## config.mk

```make
export PLATFORM = sky130hd
export DESIGN_NAME = mem_stage_flat
export DESIGN_NICKNAME = d
export VERILOG_FILES = /design/src/rtl/mem_stage_if.sv /design/src/rtl/mem_stage.sv /design/src/flat_wrapper.sv
export SDC_FILE = /design/constraint.sdc
export NUM_CORES = 1
export LEC_CHECK = 0
export BUFFER_PORTS_ARGS = -buffer_cell sky130_fd_sc_hd__buf_4
export CORE_MARGIN = 1.5
export CORE_UTILIZATION = 45
export CTS_BUF_LIST = sky130_fd_sc_hd__clkbuf_16
export CTS_CLUSTER_SIZE = 20
export DETAILED_ROUTE_END_ITERATION = 8
export HOLD_SLACK_MARGIN = 0.1
export PLACE_DENSITY = 0.82
export REMOVE_ABC_BUFFERS = 1
export SLEW_MARGIN = 10
export SYNTH_ARGS = -nofsm -noshare
export SYNTH_HDL_FRONTEND = slang
export SYNTH_SLANG_ARGS = --single-unit
```

## constraint.sdc

```tcl
create_clock -name clk -period 2.05 [get_ports clk]
set_input_delay 0.615 -clock clk [delete_from_list [all_inputs] [get_ports clk]]
set_output_delay 0.615 -clock clk [all_outputs]
set_load 0.02 [all_outputs]
```

## src/rtl/mem_stage_if.sv

```systemverilog
// mem_stage_if: bundles every non-clock signal of the memory-access stage.
//
// Handshake rules:
//   ex side  : a bundle moves on a rising edge where ex_valid && ex_ready.
//              ex_ready is combinational; ex_valid must not depend on it.
//   dmem side: dmem_req rises with dmem_we/addr/wdata valid and all four hold
//              stable until the edge dmem_ack is sampled high (or the wait
//              times out). dmem_rdata is sampled on that same ack edge.
//              dmem_ack while dmem_req is low has no effect.
//   wb side  : wb_valid is a one-cycle pulse; other wb_* hold between pulses.
//
// Modports:
//   master - the stage itself (drives ex_ready, dmem_*, wb_*, status)
//   slave  - the surroundings (execute stage, data memory, write-back)
// state_dbg exposes the stage FSM (0 = IDLE, 1 = BUSY).
interface mem_stage_if #(
    parameter int DW = 32
);
    logic          ex_valid;
    logic          ex_ready;
    logic [31:0]   ex_ir;
    logic [DW-1:0] ex_alu_res;
    logic [DW-1:0] ex_b;
    logic          ex_sel;

    logic          dmem_req;
    logic          dmem_we;
    logic [DW-1:0] dmem_addr;
    logic [DW-1:0] dmem_wdata;
    logic [DW-1:0] dmem_rdata;
    logic          dmem_ack;

    logic          wb_valid;
    logic [31:0]   wb_ir;
    logic [DW-1:0] wb_alu_res;
    logic [DW-1:0] wb_lmd;
    logic [4:0]    wb_rd;
    logic          wb_reg_we;
    logic          wb_br_taken;

    logic          halted;
    logic          err;
    logic          state_dbg;

    modport master (
        input  ex_valid, ex_ir, ex_alu_res, ex_b, ex_sel,
        output ex_ready,
        output dmem_req, dmem_we, dmem_addr, dmem_wdata,
        input  dmem_rdata, dmem_ack,
        output wb_valid, wb_ir, wb_alu_res, wb_lmd, wb_rd, wb_reg_we, wb_br_taken,
        output halted, err, state_dbg
    );

    modport slave (
        output ex_valid, ex_ir, ex_alu_res, ex_b, ex_sel,
        input  ex_ready,
        input  dmem_req, dmem_we, dmem_addr, dmem_wdata,
        output dmem_rdata, dmem_ack,
        input  wb_valid, wb_ir, wb_alu_res, wb_lmd, wb_rd, wb_reg_we, wb_br_taken,
        input  halted, err, state_dbg
    );
endinterface

```

## src/rtl/mem_stage.sv

```systemverilog
// mem_stage: memory-access stage of a MIPS32-style pipeline.
// Takes the execute bundle, performs LW/SW over the dmem req/ack handshake
// (with a wait timeout), and emits a registered write-back bundle.
//
// Ports:
//   clk   - clock, rising edge
//   rst_n - synchronous active-low reset
//   bus   - mem_stage_if.master: ex_* in, dmem_* out/in, wb_* out,
//           halted/err sticky status, state_dbg FSM view
// Parameters:
//   DW      - data/address width
//   TIMEOUT - cycles dmem_req may stay high without dmem_ack (1..255)
module mem_stage #(
    parameter int DW      = 32,
    parameter int TIMEOUT = 16
) (
    input  logic            clk,
    input  logic            rst_n,
    mem_stage_if.master     bus
);
    localparam logic [5:0] OP_LW    = 6'b110000;
    localparam logic [5:0] OP_SW    = 6'b110001;
    localparam logic [5:0] OP_HLT   = 6'b111111;
    localparam logic [7:0] CNT_LAST = 8'(TIMEOUT - 1);

    typedef enum logic {IDLE, BUSY} state_t;

    state_t        state;
    logic [7:0]    cnt;
    logic          ready;

    // Pending memory-op fields, held until the transaction resolves.
    logic [31:0]   p_ir;
    logic [DW-1:0] p_alu;
    logic [4:0]    p_rd;
    logic          p_we;
    logic          p_sel;
    logic          p_lw;

    // Decode of the offered instruction.
    logic [5:0]    op;
    logic [4:0]    d_rd;
    logic          d_we;
    logic          d_lw;
    logic          d_sw;
    logic          d_hlt;

    always_comb begin
        op    = bus.ex_ir[31:26];
        d_rd  = bus.ex_ir[20:16];
        d_we  = 1'b0;
        d_lw  = (op == OP_LW);
        d_sw  = (op == OP_SW);
        d_hlt = (op == OP_HLT);
        if (!op[5]) begin
            // ALU class: RR writes ir[15:11], RImm writes ir[20:16].
            d_we = 1'b1;
            if (!op[4]) d_rd = bus.ex_ir[15:11];
        end else if (d_lw) begin
            d_we = 1'b1;
        end
    end

    assign ready         = (state == IDLE) && !bus.halted && rst_n;
    assign bus.ex_ready  = ready;
    assign bus.state_dbg = (state == BUSY);

    always_ff @(posedge clk) begin
        if (!rst_n) begin
            state           <= IDLE;
            cnt             <= '0;
            p_ir            <= '0;
            p_alu           <= '0;
            p_rd            <= '0;
            p_we            <= 1'b0;
            p_sel           <= 1'b0;
            p_lw            <= 1'b0;
            bus.dmem_req    <= 1'b0;
            bus.dmem_we     <= 1'b0;
            bus.dmem_addr   <= '0;
            bus.dmem_wdata  <= '0;
            bus.wb_valid    <= 1'b0;
            bus.wb_ir       <= '0;
            bus.wb_alu_res  <= '0;
            bus.wb_lmd      <= '0;
            bus.wb_rd       <= '0;
            bus.wb_reg_we   <= 1'b0;
            bus.wb_br_taken <= 1'b0;
            bus.halted      <= 1'b0;
            bus.err         <= 1'b0;
        end else begin
            bus.wb_valid <= 1'b0;
            case (state)
                IDLE: begin
                    if (bus.ex_valid && ready) begin
                        if (d_lw || d_sw) begin
                            state          <= BUSY;
                            cnt            <= '0;
                            p_ir           <= bus.ex_ir;
                            p_alu          <= bus.ex_alu_res;
                            p_rd           <= d_rd;
                            p_we           <= d_we;
                            p_sel          <= bus.ex_sel;
                            p_lw           <= d_lw;
                            bus.dmem_req   <= 1'b1;
                            bus.dmem_we    <= d_sw;
                            bus.dmem_addr  <= bus.ex_alu_res;
                            bus.dmem_wdata <= bus.ex_b;
                        end else begin
                            bus.wb_valid    <= 1'b1;
                            bus.wb_ir       <= bus.ex_ir;
                            bus.wb_alu_res  <= bus.ex_alu_res;
                            bus.wb_rd       <= d_rd;
                            bus.wb_reg_we   <= d_we;
                            bus.wb_br_taken <= bus.ex_sel;
                            if (d_hlt) bus.halted <= 1'b1;
                        end
                    end
                end
                BUSY: begin
                    // Ack is checked first so an ack on the last allowed
                    // cycle completes normally instead of timing out.
                    if (bus.dmem_ack || cnt == CNT_LAST) begin
                        state           <= IDLE;
                        bus.dmem_req    <= 1'b0;
                        bus.wb_valid    <= 1'b1;
                        bus.wb_ir       <= p_ir;
                        bus.wb_alu_res  <= p_alu;
                        bus.wb_rd       <= p_rd;
                        bus.wb_br_taken <= p_sel;
                        if (bus.dmem_ack) begin
                            bus.wb_reg_we <= p_we;
                            if (p_lw) bus.wb_lmd <= bus.dmem_rdata;
                        end else begin
                            bus.err       <= 1'b1;
                            bus.wb_reg_we <= 1'b0;
                            bus.wb_lmd    <= '0;
                        end
                    end else begin
                        cnt <= cnt + 8'd1;
                    end
                end
                default: state <= IDLE;
            endcase
        end
    end
endmodule

```

## src/flat_wrapper.sv

```systemverilog
// flat-port wrapper written by rule: the top's interface ports become plain ports
module mem_stage_flat 
#(
    parameter int DW      = 32,
    parameter int TIMEOUT = 16
)
  (clk, rst_n, bus_ex_valid, bus_ex_ir, bus_ex_alu_res, bus_ex_b, bus_ex_sel, bus_ex_ready, bus_dmem_req, bus_dmem_we, bus_dmem_addr, bus_dmem_wdata, bus_dmem_rdata, bus_dmem_ack, bus_wb_valid, bus_wb_ir, bus_wb_alu_res, bus_wb_lmd, bus_wb_rd, bus_wb_reg_we, bus_wb_br_taken, bus_halted, bus_err, bus_state_dbg);
  mem_stage_if #(.DW(DW)) bus_i ();
  input  logic clk;
  input  logic rst_n;
  input wire logic [$bits(bus_i.ex_valid)-1:0] bus_ex_valid;
  input wire logic [$bits(bus_i.ex_ir)-1:0] bus_ex_ir;
  input wire logic [$bits(bus_i.ex_alu_res)-1:0] bus_ex_alu_res;
  input wire logic [$bits(bus_i.ex_b)-1:0] bus_ex_b;
  input wire logic [$bits(bus_i.ex_sel)-1:0] bus_ex_sel;
  output wire logic [$bits(bus_i.ex_ready)-1:0] bus_ex_ready;
  output wire logic [$bits(bus_i.dmem_req)-1:0] bus_dmem_req;
  output wire logic [$bits(bus_i.dmem_we)-1:0] bus_dmem_we;
  output wire logic [$bits(bus_i.dmem_addr)-1:0] bus_dmem_addr;
  output wire logic [$bits(bus_i.dmem_wdata)-1:0] bus_dmem_wdata;
  input wire logic [$bits(bus_i.dmem_rdata)-1:0] bus_dmem_rdata;
  input wire logic [$bits(bus_i.dmem_ack)-1:0] bus_dmem_ack;
  output wire logic [$bits(bus_i.wb_valid)-1:0] bus_wb_valid;
  output wire logic [$bits(bus_i.wb_ir)-1:0] bus_wb_ir;
  output wire logic [$bits(bus_i.wb_alu_res)-1:0] bus_wb_alu_res;
  output wire logic [$bits(bus_i.wb_lmd)-1:0] bus_wb_lmd;
  output wire logic [$bits(bus_i.wb_rd)-1:0] bus_wb_rd;
  output wire logic [$bits(bus_i.wb_reg_we)-1:0] bus_wb_reg_we;
  output wire logic [$bits(bus_i.wb_br_taken)-1:0] bus_wb_br_taken;
  output wire logic [$bits(bus_i.halted)-1:0] bus_halted;
  output wire logic [$bits(bus_i.err)-1:0] bus_err;
  output wire logic [$bits(bus_i.state_dbg)-1:0] bus_state_dbg;
  assign bus_i.ex_valid = bus_ex_valid;
  assign bus_i.ex_ir = bus_ex_ir;
  assign bus_i.ex_alu_res = bus_ex_alu_res;
  assign bus_i.ex_b = bus_ex_b;
  assign bus_i.ex_sel = bus_ex_sel;
  assign bus_ex_ready = bus_i.ex_ready;
  assign bus_dmem_req = bus_i.dmem_req;
  assign bus_dmem_we = bus_i.dmem_we;
  assign bus_dmem_addr = bus_i.dmem_addr;
  assign bus_dmem_wdata = bus_i.dmem_wdata;
  assign bus_i.dmem_rdata = bus_dmem_rdata;
  assign bus_i.dmem_ack = bus_dmem_ack;
  assign bus_wb_valid = bus_i.wb_valid;
  assign bus_wb_ir = bus_i.wb_ir;
  assign bus_wb_alu_res = bus_i.wb_alu_res;
  assign bus_wb_lmd = bus_i.wb_lmd;
  assign bus_wb_rd = bus_i.wb_rd;
  assign bus_wb_reg_we = bus_i.wb_reg_we;
  assign bus_wb_br_taken = bus_i.wb_br_taken;
  assign bus_halted = bus_i.halted;
  assign bus_err = bus_i.err;
  assign bus_state_dbg = bus_i.state_dbg;
  mem_stage #(.DW(DW), .TIMEOUT(TIMEOUT)) u_core (.clk(clk), .rst_n(rst_n), .bus(bus_i));
endmodule
```

[After elaboration in Yosys (flattened, before gate mapping)]
Index checks and enable logic that the tools add are counted.
Cells by class
  add/sub/neg operators: 1
  eq/ne operators: 10
  multiplexer cells: 43
  bitwise gates (word level): 3
  reductions and logical operators: 13
Operators with widths (count)
  two-way mux 32 bit: 8
  one-hot mux 32 bit (2 select lines): 2
  two-way mux 5 bit: 5
  two-way mux 8 bit: 3
  == test 6 bit, second input constant: 3
  two-way mux 1 bit: 18
  AND reduction 3 bit: 6
  one-hot mux 8 bit (2 select lines): 1
  != test 2 bit, second input constant: 5
  one-hot mux 1 bit (2 select lines): 5
  one-hot mux 5 bit (2 select lines): 1
  adder 8 x 1 -> 8 bit, second input constant: 1
  == test 8 x 4 -> 1 bit, second input constant: 1
  AND reduction 4 bit: 1
  logical AND 1 bit: 3
  NOT 1 bit: 3
  logical OR 1 bit: 2
  != test 2 x 1 -> 1 bit, second input constant: 1
  zero test 1 bit: 1
Word-level totals
  bits in registers: 221
  input port bits: 133
  output and inout port bits: 174
  word-level logic and storage cells: 90

[Longest topological paths before layout]
  depth in word-level cells: 6
  mapped depth: 8
  depth with buffers taken out: 5

[Worst setup path before layout]
OpenSTA, ideal clock, no wires.
  path type: input-to-reg
  start: in bus_ex_ir[27]
  end: reg u_core.bus.wb_alu_res[0]
  setup time: 0.116 ns
  arrival: 2.030 ns
  data required time: 1.934 ns
  path slack: -0.096 ns
  stages: 6
  buffers on the path: 2
  path through: or4b_4 > o21ba_1 > or2_4 > buf_6 > buf_6 > o211a_1
Between the ends
  cells in the longest elaborated chain, start to end: 4
  elaborated cells between the ends (all ways): 5
  classes of those cells: eq/ne (3); reduce/logical (2)
Ends and longest elaborated chain
  from (decl): RTL line flat_wrapper.sv:12  | input wire logic [$bits(bus_i.ex_ir)-1:0] bus_ex_ir;
  == test 6 bit, on equally long branches: RTL line mem_stage.sv:52, mem_stage.sv:53
  logical OR 1 bit *: RTL line mem_stage.sv:96  | if (d_lw || d_sw) begin
  != test 2 bit (no line) *
  AND reduction 3 bit (no line) *
  to (signal assigned): RTL line mem_stage.sv:112  | bus.wb_alu_res <= bus.ex_alu_res;
  to (signal assigned): RTL line mem_stage.sv:128  | bus.wb_alu_res <= p_alu;
  to (decl): RTL line mem_stage_if.sv:50  | output wb_valid, wb_ir, wb_alu_res, wb_lmd, wb_rd, wb_reg_we, wb_br_taken,
Every way passes the cells marked *; elsewhere a longest branch is shown, timed or not.
A chain may end at the register's enable or synchronous reset.

[Final worst setup path]
  start: reg u_core.state (netlist: u_core.bus.state_dbg)
  end: out bus_ex_ready
Between the ends
  cells in the longest elaborated chain, start to end: 3
Ends and longest elaborated chain
  from (decl): RTL line mem_stage.sv:28  | state_t state;
  from (signal assigned): RTL line mem_stage.sv:70  | state <= IDLE;
  from (signal assigned): RTL line mem_stage.sv:97  | state <= BUSY;
  from (signal assigned): RTL line mem_stage.sv:124  | state <= IDLE;
  NOT 1 bit (no line)
  logical AND 1 bit (2 in a row): RTL line mem_stage.sv:64  | assign ready = (state == IDLE) && !bus.halted && rst_n;
  to (decl): RTL line flat_wrapper.sv:16  | output wire logic [$bits(bus_i.ex_ready)-1:0] bus_ex_ready;
Every way passes these cells.

==> flow_summary.json <==
{
  "synth_common_cells": "221 x dfxtp_1, 199 x nand2_1, 95 x a21oi_1",
  "initial_core_util_pct": 45.98,
  "reg2reg_slack_ps": 80,
  "period_share_pct": 96.78,
  "synth_seq_cells": 221,
  "avgSynthCellArea_um2": 9.309,
  "rsz0062_at_grt": "false",
  "tightestPinTransition_ps": 557.0,
  "reg2reg_depth": 5,
  "netlist_top_cells_area": "dfxtp_1 51%, nand2_1 8.7%, mux2i_1 8.2%",
  "area_growth_pct": 41.38,
  "hold_viol": 0,
  "gr-usage-all-layers_pct": 23.84,
  "hold_end": "u_core.bus.wb_lmd[27]",
  "swShare_pct": 23.52,
  "status": "complete, no violations",
  "power_frac_seq_pct": 46.7,
  "cts_buffer_depth": 3,
  "dieWidth_um": 141.5,
  "die_area_mm2": 0.02002,
  "place_ws_ps": -304.7,
  "cts_tree": "done",
  "start_kind": "flop",
  "period_minus_slack_ps": 1984,
  "hold_start": "bus_dmem_rdata[27]",
  "p_int_uw": 7308,
  "slew_headroom_pct": 62.87,
  "ir_drop_mv": 0.6748,
  "antenna_found_initial": 1,
  "cp.required_ps": 1430,
  "overflow": 0,
  "yosysTopAreaCellShare_pct": 51.27,
  "r2r-end": "u_core.bus.wb_ir[4]",
  "yosysMostFrequentCell": "dfxtp_1",
  "async_flop_share_pct": 0,
  "dp_hpwl_mm": 16.70,
  "drt-initial-drc-count": 468,
  "p_per_area_mw_per_mm2": 783.3,
  "maxCapViolCount": 0,
  "clock_skew_ps": 19.24,
  "crit_start": "u_core.bus.state_dbg",
  "numPortBuffers": 306,
  "grt_pass1_wl_mm": 39.28,
  "yosysSeqAreaShare_pct": 51.27,
  "clk_latency_ps": 510,
  "min_path_type": "in2reg",
  "synthCells": 927,
  "synth_ff_type": "dfxtp_1",
  "syn_area_mm2": 0.008630,
  "cts_num_sinks": 221,
  "synth_edf_count": 0,
  "power_frac_clock_pct": 43.8,
  "fin_nets": 1362,
  "htree_levels": 1,
  "grt_pass1_vias": 7725,
  "synth.distinct_cells": 40,
  "grt_max_degree": 66,
  "wirelength_mm": 25.17,
  "hold_depth": 2,
  "drt_pass1_iterations": 6,
  "critical_path.max_fanout": 8,
  "rows": 50,
  "setup_viol": 0,
  "drc": 0,
  "fmax_mhz": 504.0,
  "cts-root-buf": "clkbuf_16",
  "setup_ws_ps": 65.95,
  "p_leak_uw": 0.005604,
  "place_congestion": 0.8124,
  "io_pins": 307,
  "synth_warnings": 0,
  "cts_buffers": 24,
  "vias": 7941,
  "path_class": "reg2out",
  "cp_data_arrival_time_ps": 1370,
  "wl_per_cell_um": 17.00,
  "viasPerCell": 5.362,
  "switching_power_uw": 2248,
  "ctsHoldBuffers": 0,
  "final_layout_size_suffix_gt1_share_pct": 32.91,
  "end_kind": "primary output",
  "synth_top_area_cell": "dfxtp_1",
  "clk_pin_slew_ps": 60,
  "fin_util_pct": 65.01,
  "pwr-share-comb_pct": 9.5,
  "drv_slew": 0,
  "final_antenna_net_count": 0,
  "die_h_um": 141.5,
  "r2r-start": "u_core.cnt[5]",
  "core-area_mm2": 0.01877
}
## timing repair
action,4_1_cts,5_1_grt
resized for setup,3,0
setup buffers,0,2
cloned,1,0
setup endpoints to repair,2,1
pin swaps,0,0
## worst max-delay path: stages, from the launching register on
cell     delay (ps)
dfxtp_4         380
buf_6           150
nor3_2          160
buf_4           170
## sequential cells by signal, indices dropped and copies added (netlist names), 5 cells and up
signal	cells
u_core.p_ir	32
u_core.bus.wb_lmd	32
u_core.bus.dmem_wdata	32
u_core.bus.wb_ir	32
u_core.bus.wb_rd	5
u_core.cnt	8
u_core.p_rd	5
u_core.bus.wb_alu_res	32
u_core.p_alu	32
## layout make-up
class                           count  area [um2]
Clock buffer                       25       625.6
Antenna cell                        1       2.502
Sequential cell                   221        4428
Clock inverter                     19       138.9
Multi-Input combinational cell    623        3845
Fill cell                        1519        6568
Tap cell                          234       292.8
Inverter                            2       8.758
Timing Repair Buffer              356        2859
## routing by layer
metal | track usage (%) | vias to the layer above | wire length (um)
met1 | 28.82 | 3770 | 10330
met2 | 41.38 | 259 | 12330
met3 | 7.020 | 47 | 1896
li1 | - | 3865 | -
met5 | 0 | - | 0
met4 | 6.457 | 0 | 617
## stage by stage
step                instance area [um2]  power [uW]  setup TNS, ps  hold WS, ps  instances
detailed placement                11370        5466         -43910        446.6       1433
global placement                  11370        5447         -39850        438.2       1433
floorplan                          8255        4914        -917290        431.2        846
finish                            12200        9556              0        328.3       1481
global route                      12200        9842              0        321.2       1480
CTS                               12180        9633              0        312.2       1478
## cell families after synthesis
family	after synthesis	synth area share (%)
AO/OA/AOI/OAI	285	22.68
AND/OR/NAND/NOR	261	12.60
adder cells (fa/ha/maj)	1	0.1450
buffers and inverters	83	4.422
multiplexers	76	8.888
flip-flops	221	51.27
## power by group through the flow
stage | clock (uW) | sequential (uW) | combinational, uW
final | 4180 | 4460 | 911
after global routing | 4390 | 4470 | 976
after CTS | 4250 | 4460 | 915
after detailed placement | 0 | 4560 | 910
after global placement | 0 | 4550 | 895
after floorplan | 0 | 4680 | 239
## cells in the final DEF (no fill, tap or decap), types with 11 or more instances in the layout
master	count
mux2i_1	71
buf_4	342
o21ai_0	69
nor2_1	24
buf_12	11
nand2_1	199
a22o_1	32
dfxtp_1	220
a21oi_1	94
o211a_1	67
clkbuf_16	25
## worst max-delay path by stage
stage / end / slack (ps) / depth (start not counted)
3_5_place_dp: u_core.bus.wb_alu_res[24] / -300 / 6
6_report: bus_ex_ready / 70 / 3
2_1_floorplan: u_core.p_lw / -6180 / 4
5_1_grt: u_core.bus.wb_alu_res[27] / 5 / 5
3_3_place_gp: u_core.bus.wb_alu_res[14] / -270 / 6
4_1_cts: bus_ex_ready / 6 / 3
(Power assumes the default switching activity.)
